--- config.mk ---
export PLATFORM = sky130hd
export DESIGN_NAME = updown_cnt_scan
export DESIGN_NICKNAME = d
export VERILOG_FILES = /design/src/rtl/updown_cnt_scan.sv
export SDC_FILE = /design/constraint.sdc
export NUM_CORES = 1
export LEC_CHECK = 0
export BUFFER_PORTS_ARGS = -buffer_cell sky130_fd_sc_hd__buf_2
export CAP_MARGIN = 10
export CORE_MARGIN = 1
export CORE_UTILIZATION = 30
export DETAILED_ROUTE_END_ITERATION = 8
export GPL_ROUTABILITY_DRIVEN = 0
export SKIP_CTS_REPAIR_TIMING = 1
export SLEW_MARGIN = 40
export SYNTH_ARGS = -nofsm -noshare
export SYNTH_HDL_FRONTEND = slang
export SYNTH_SLANG_ARGS = --single-unit
--- constraint.sdc ---
create_clock -name clk -period 2.2 [get_ports clk]
set_input_delay 0.11 -clock clk [delete_from_list [all_inputs] [get_ports clk]]
set_output_delay 0.11 -clock clk [all_outputs]
set_load 0.02 [all_outputs]
--- src/rtl/updown_cnt_scan.sv ---
// Reversible 4-digit hex/BCD counter with prescaled tick and a registered
// digit-scan multiplexer for a common-anode display (active-low anodes).
module updown_cnt_scan #(
   parameter int CNT_DIV  = 100000000,
   parameter int SCAN_DIV = 100000,
   parameter bit BCD      = 1'b0
) (
   input  logic        clk,
   input  logic        rst,
   input  logic        en,
   input  logic        up,
   input  logic        load,
   input  logic [15:0] load_val,
   output logic [15:0] cnt,
   output logic [3:0]  di,
   output logic [3:0]  an
);

   localparam int PW = (CNT_DIV > 1) ? $clog2(CNT_DIV) : 1;
   localparam int SW = (SCAN_DIV > 1) ? $clog2(SCAN_DIV) : 1;
   localparam logic [PW-1:0] PRE_MAX  = PW'(CNT_DIV - 1);
   localparam logic [SW-1:0] SCAN_MAX = SW'(SCAN_DIV - 1);

   logic [PW-1:0] r_pre;
   logic [SW-1:0] r_scan;
   logic [1:0]    r_idx;
   logic [15:0]   r_cnt;
   logic [3:0]    r_di;
   logic [3:0]    r_an;
   logic          w_tick;

   // Saturate each nibble to 9 so a BCD counter never holds a non-decimal digit.
   function automatic logic [15:0] bcd_clamp(input logic [15:0] v);
      logic [15:0] r;
      r = v;
      for (int k = 0; k < 4; k++)
         if (v[4*k +: 4] > 4'd9) r[4*k +: 4] = 4'd9;
      return r;
   endfunction

   function automatic logic [15:0] bcd_step(input logic [15:0] v, input logic inc);
      logic [15:0] r;
      logic        c;
      r = v;
      c = 1'b1;
      for (int k = 0; k < 4; k++) begin
         if (c) begin
            if (inc) begin
               if (v[4*k +: 4] == 4'd9) r[4*k +: 4] = 4'd0;
               else begin
                  r[4*k +: 4] = v[4*k +: 4] + 4'd1;
                  c = 1'b0;
               end
            end else begin
               if (v[4*k +: 4] == 4'd0) r[4*k +: 4] = 4'd9;
               else begin
                  r[4*k +: 4] = v[4*k +: 4] - 4'd1;
                  c = 1'b0;
               end
            end
         end
      end
      return r;
   endfunction

   assign w_tick = en && (r_pre == PRE_MAX);

   // Prescaler and count register; load restarts the tick phase.
   always_ff @(posedge clk) begin
      if (rst) begin
         r_pre <= '0;
         r_cnt <= '0;
      end else if (load) begin
         r_pre <= '0;
         r_cnt <= BCD ? bcd_clamp(load_val) : load_val;
      end else if (en) begin
         r_pre <= w_tick ? '0 : r_pre + PW'(1);
         if (w_tick) begin
            if (BCD) r_cnt <= bcd_step(r_cnt, up);
            else     r_cnt <= up ? r_cnt + 16'd1 : r_cnt - 16'd1;
         end
      end
   end

   // Scan timing is free-running; anode and nibble share one edge so they never mismatch.
   always_ff @(posedge clk) begin
      if (rst) begin
         r_scan <= '0;
         r_idx  <= 2'd0;
         r_an   <= 4'b1110;
         r_di   <= 4'd0;
      end else begin
         if (r_scan == SCAN_MAX) begin
            r_scan <= '0;
            r_idx  <= r_idx + 2'd1;
         end else begin
            r_scan <= r_scan + SW'(1);
         end
         r_an <= ~(4'b0001 << r_idx);
         r_di <= r_cnt[{r_idx, 2'b00} +: 4];
      end
   end

   assign cnt = r_cnt;
   assign di  = r_di;
   assign an  = r_an;

endmodule

==> results of run 1 <==
## layer usage
layer	global-route usage	up-vias	wire, um
met2	0.257	108	4480
met3	0.0459	20	600
met1	0.183	1649	4270
li1	-	1774	-
met5	0	-	13
met4	0.0710	2	216
## metrics by stage
stage	cell area (sq um)	setup TNS (ps)
finish	4950	-242
global route	4950	-916
CTS	4860	-1120
detailed placement	4560	-785
global placement	4560	-193
floorplan	3810	-44.6
## cells in the final DEF, fill, tap and decap left out, types with 3 or more instances in the layout
master	n
a21o_1	6
nand3_1	13
nor2b_1	8
nand2b_1	4
a21oi_1	26
or3_1	9
nor2_1	64
clkbuf_16	9
and3_1	11
inv_1	17
mux2i_1	5
mux4_2	4
ha_1	20
o22ai_1	3
nor3_1	13
buf_2	44
buf_4	48
a211oi_1	6
xnor2_1	24
dfxtp_1	68
o21ai_0	16
xor2_1	19
a31oi_1	5
nand4_1	15
nand2_1	34
## power breakdown
part,total [mW],switching [mW],internal [mW]
Clock,1.45,0.563,0.885
Sequential,1.32,0.0278,1.30
Combinational,0.437,0.236,0.202
Total,3.21,0.826,2.38
## path summary, 6_finish.rpt
check,end,depth (start not counted)
max,cnt[4],7
min,cnt[1],3
max reg2reg,cnt[4],7
min reg2reg,r_scan[0],1
## area by class of cell
type / instances / area, sq um
timing repair buffer: 96 / 643
clock inverter: 6 / 68.8
tap: 168 / 210
sequential: 70 / 1400
fill: 1243 / 7260
inverter: 17 / 63.8
multi-input combinational: 347 / 2330
clock buffer: 10 / 229
## sequential cells by signal, indices dropped and copies added, names as in the netlist
signal	flops
di	4
r_idx	2
an	4
r_pre	27
r_scan	17
cnt	16
## worst reg2reg max path, cell delays in order, from the launching register on
cell and delay, ps:
dfxtp_2 320, or4_4 540, or4_4 570, nor3_4 210, buf_4 150, buf_6 110
nand2_1 50, a311oi_1 240
## logic make-up (layout without fill, tap and decap cells)
kind of cell               after synthesis  count (layout)  synth area share
buffers and inverters                   33             129            0.0325
and+or+nand+nor                        192             192             0.255
DFF                                     70              70             0.368
AOI/OAI and AO/OA                       81              81             0.135
muxes                                   10              10            0.0397
adders and majority gates               21              21            0.0709
xor gates and xnor gates                43              43            0.0988
==> run metrics, run 1 <==
status=finished with violations; failing checks=negative setup slack; slowest CP cell=or4_4; Max VDD drop=0.327 mV; root buffer cell=clkbuf_16; worst-skew pair later-pin latency=roughly 340 ps; crit-path max cell delay=570 ps; top cell type's share of synthesized area=0.368; relative slew slack=0.619; most numerous cell on the critical path=or4_4; routed via count=3553; num rows=40; largest buffer count on any clock path=2; syn nets=492; final hold viol count=0; Post-synth EDFFs=0; Synth Cell Area=3810 sq um; Placed Cells=693; Seq/Total Area, Yosys=0.368; Worst Path Arrival=2510 ps; # DRC=0; utilization after layout=0.405; clock net sink count=70; first-pass GRT wire length=15800 um; P&R area growth vs syn=29.8%; Critical Path Source=r_pre[11]; Slew @ Worst Pin=around 570 ps; Area contributors post-synth=dfxtp_1 (37%), ha_1 (6.6%), nor2_1 (6.3%); Core Box Area=12200 sq um; Die Span Y=115 um; Place WS=-125 ps; Post-synth ARST share=0; Die X=115 um; net count reported at finish=583; Antenna diodes=0; Max FO, Critical Path=4; R2R Path Start=r_pre[11]; Warnings, synthesis=0; area leader, netlist=dfxtp_1; Leak Pwr=2.05 nW; layout cells sized above 1=0.244; Die ar.=13200 sq um; Tot GR Track Use=0.154; ys flop type=dfxtp_1; most frequent cell after synthesis=dfxtp_1; post-DP HPWL=6960 um; Max H-tree Level=3; Post-Synthesis Cells=450; reg2reg setup slack=-60 ps; port buffer count=44; drt pass-1 iters=7; WP data required=2450 ps; CP Launch Type=register; syn avg cell area=roughly 8.5 sq um; cell breakdown of the critical path=or4_4 -> or4_4 -> nor3_4 -> buf_4 -> buf_6 -> nand2_1 -> a311oi_1; largest net degree at the start of global routing=25; I/O pin cnt=45; worst setup margin=-57.4 ps; initial antenna violation count=1; RSZ-0062 raised after global routing=true; total grt overflow=0; Initial Util=0.312; Max-Cap Viols=0; count of different cell masters after synthesis=53; Vias/cell=4.98; Final min period=2260 ps; worst path bufs/invs=2; CTS tree=built; Final Setup Violations=9; Crit path max-delay family=simple AND/OR/NAND/NOR gates; Fmax achieved=0.443 GHz; via count of the first global-routing pass=3400; final hold slack=17.0 ps; fin crit share=1.03; Post-synth top cells=dfxtp_1 (70), nor2_1 (64), nand2_1 (34); Critical Path Sink Type=register; Crit Path Class=register to register; clock slew at reported path FFs=60 ps; worst hold start=load_val[1]; Hold Crit Class=input pin to register; DR iter-0 viols=152; Synth Register Bits=70; worst clock skew=10.1 ps; Final Max Slew Viols=0; final WL=between 9000 and 10000 um; power per cell area=649 nW/um^2; Num CTS Buffers=9; total power=3.21 mW; Avg WL per Cell=13.4 um; fin cells=714; Final ANT Viol Nets=0
No activity file was read; power rests on OpenSTA's default activity.
==> run 2, diff against run 1 <==
--- a/config.mk
+++ b/config.mk
@@ -7,10 +7,14 @@
 export LEC_CHECK = 0
 export BUFFER_PORTS_ARGS = -buffer_cell sky130_fd_sc_hd__buf_2
 export CAP_MARGIN = 10
+export CELL_PAD_IN_SITES_DETAIL_PLACEMENT = 0
+export CELL_PAD_IN_SITES_GLOBAL_PLACEMENT = 1
 export CORE_MARGIN = 1
 export CORE_UTILIZATION = 30
+export CTS_CLUSTER_DIAMETER = 40
 export DETAILED_ROUTE_END_ITERATION = 8
 export GPL_ROUTABILITY_DRIVEN = 0
+export PLACE_DENSITY_LB_ADDON = 0.1
 export SKIP_CTS_REPAIR_TIMING = 1
 export SLEW_MARGIN = 40
 export SYNTH_ARGS = -nofsm -noshare
==> run 2 against run 1 <==
Effect of this change:
- the run still ends with negative setup slack left
- routed wire length rose by 15%
- via count is 2.6% higher
- non-clock buffer count up 20
- sequential share of layout area down 1.3 points
- largest power group unchanged
- maximum frequency shrank 1.2%
- largest cell class unchanged
- final cell count is 2.8% higher
- die area stayed put
- first-iteration DRC count increased by 11%
- sequential power about the same
- critical path depth up 1
- register-to-register slack got worse by 30 ps
==> run metrics, run 2 (synthesis results as in run 1) <==
Slew @ Worst Pin=526 ps (was 570 ps); Fmax achieved=0.437 GHz (was 0.443 GHz); most common cell after layout, fill and taps aside=dfxtp_1 (unchanged); port buffer count=44 (unchanged); WP data required=2430 ps (was 2450 ps); via count of the first global-routing pass=3415 (was 3400); Placed Cells=713 (was 693); critical path depth=8 (was 7); clock net sink count=70 (unchanged); largest buffer count on any clock path=2 (unchanged); Max-Cap Viols=0 (unchanged); CTS tree=built (unchanged); Leak Pwr=2.18 nW (was 2.05 nW); worst-skew pair later-pin latency=350 ps (was 340 ps); utilization after layout=0.426 (was 0.405); Final min period=2290 ps (was 2260 ps); Tot GR Track Use=0.176 (was 0.154); R2R Path Start=r_pre[25] (was r_pre[11]); Critical Path Source=r_pre[25] (was r_pre[11]); Max H-tree Level=3 (unchanged); met1 Usage GRT=0.233 (was 0.183); final hold viol count=0 (unchanged); clock slew at reported path FFs=60 ps (about the same); Die ar.=13200 sq um (unchanged); GR Util met3=0.0285 (was 0.0459); fin cells=734 (was 714); cells on worst reg2reg path=8 (was 7); worst path bufs/invs=2 (unchanged); Crit path max-delay family=simple AND/OR/NAND/NOR gates (unchanged); power per cell area=642 nW/um^2 (was 649 nW/um^2); layout cells sized above 1=0.295 (was 0.244); failing checks=negative setup slack (unchanged); worst clock skew=13.9 ps (was 10.1 ps); first-pass GRT wire length=17600 um (was 15800 um); CP Launch Type=register (unchanged); Vias/cell=4.96 (was 4.98); Die X=115 um (unchanged); relative slew slack=0.649 (was 0.619); reg2reg setup slack=-90 ps (was -60 ps); final WL=11000 um (was 9580 um); Place WS=-138 ps (was -125 ps); DR iter-0 viols=168 (was 152); slowest CP cell=or4_4 (unchanged); Initial Util=0.312 (unchanged); Max VDD drop=0.286 mV (was 0.327 mV); Reg with most FFs=r_pre (unchanged); RSZ-0062 raised after global routing=true (unchanged); Max FO, Critical Path=5 (was 4); Critical R2R Capture=cnt[11] (was cnt[4]); Critical Path Sink Type=register (unchanged); total grt overflow=0 (unchanged); most frequent cells in the layout=dfxtp_1 (66), buf_4 (65), nor2_1 (64) (was dfxtp_1 (68), nor2_1 (64), buf_4 (48)); Final Setup Violations=8 (was 9); Antenna diodes=0 (unchanged); I/O pin cnt=45 (unchanged); max FFs per register=27 (unchanged); routed via count=3644 (was 3553); Die Span Y=115 um (unchanged); Final ANT Viol Nets=0 (unchanged); final hold slack=25.4 ps (was 17.0 ps); global route hottest layer=met2 (unchanged); crit path to=cnt[11] (was cnt[4]); drt pass-1 iters=4 (was 7); post-DP HPWL=8160 um (was 6960 um); Final Max Slew Viols=0 (unchanged); initial antenna violation count=0 (was 1); cell breakdown of the critical path=or4b_4 -> or4_4 -> nor3_4 -> buf_6 -> buf_12 -> nand3_1 -> mux2i_1 -> nor2_1 (was or4_4 -> or4_4 -> nor3_4 -> buf_4 -> buf_6 -> nand2_1 -> a311oi_1); Core Box Area=12200 sq um (unchanged); num rows=40 (unchanged); Avg WL per Cell=15.0 um (was 13.4 um); crit-path max cell delay=570 ps (about the same); net count reported at finish=603 (was 583); status=finished with violations (unchanged); worst setup margin=-85.7 ps (was -57.4 ps); Worst Path Arrival=2510 ps (about the same); fin crit share=1.04 (was 1.03); largest net degree at the start of global routing=25 (unchanged); GR Layer Usage met2=0.276 (was 0.257); Num CTS Buffers=9 (unchanged); root buffer cell=clkbuf_16 (unchanged); P&R area growth vs syn=36.4% (was 29.8%); # DRC=0 (unchanged); Crit Path Class=register to register (unchanged); Hold Crit Class=input pin to register (unchanged)
run 2: cell types whose count changed in the layout (fill, tap and decap cells not counted), moves of 2 or more:
cell and delta:
buf_4 +17, nand2_1 -4, nand2_2 +4, a211oi_1 -2
a211oi_2 +2, dfxtp_1 -2, dfxtp_2 +2, nor3_1 -2
run 2: worst min-delay path by stage:
stage          slack (ps)     end  depth (start not counted)        start
6_report               30  cnt[1]                          3  load_val[1]
5_1_grt                30  cnt[2]                          3  load_val[2]
4_1_cts                 8  cnt[1]                          3  load_val[1]
3_5_place_dp          370  cnt[1]                          3  load_val[1]
3_3_place_gp          370  cnt[1]                          3  load_val[1]
2_1_floorplan         250  cnt[0]                          2  load_val[0]
run 2: layout make-up:
cell class,count,area [sq um]
multi-input combinational,347,2390
fill,1267,7010
sequential,70,1410
inverter,17,63.8
timing repair buffer,116,827
tap,168,210
clock buffer,9,225
clock inverter,7,78.8
run 2: metrics by stage:
stage	area (sq um)	TNS, ps	total power, mW
final	5200	-429	3.34
after global routing	5200	-1300	3.50
after detailed placement	4720	-1140	1.84
after floorplan	3810	-44.6	1.61
after CTS	5030	-981	3.37
after global placement	4720	-509	1.84
run 2: power breakdown:
part	internal, mW	switching, mW	total [mW]
clock network	0.892	0.623	1.51
logic	0.234	0.272	0.506
registers	1.30	0.0243	1.32
run 2: tightest hold or removal path, delay by kind of cell:
| kind | cells | cell delay (ps) |
|---|---|---|
| simple gates | 1 | 50 |
| compound gates | 1 | 60 |
| buf+inv | 1 | 100 |
run 2: routing by layer:
layer  vias to the layer above  routed length (um)
met5                         -                   0
met1                      1730                5310
li1                       1824                   -
met4                         0                 318
met2                        71                5060
met3                        19                 357
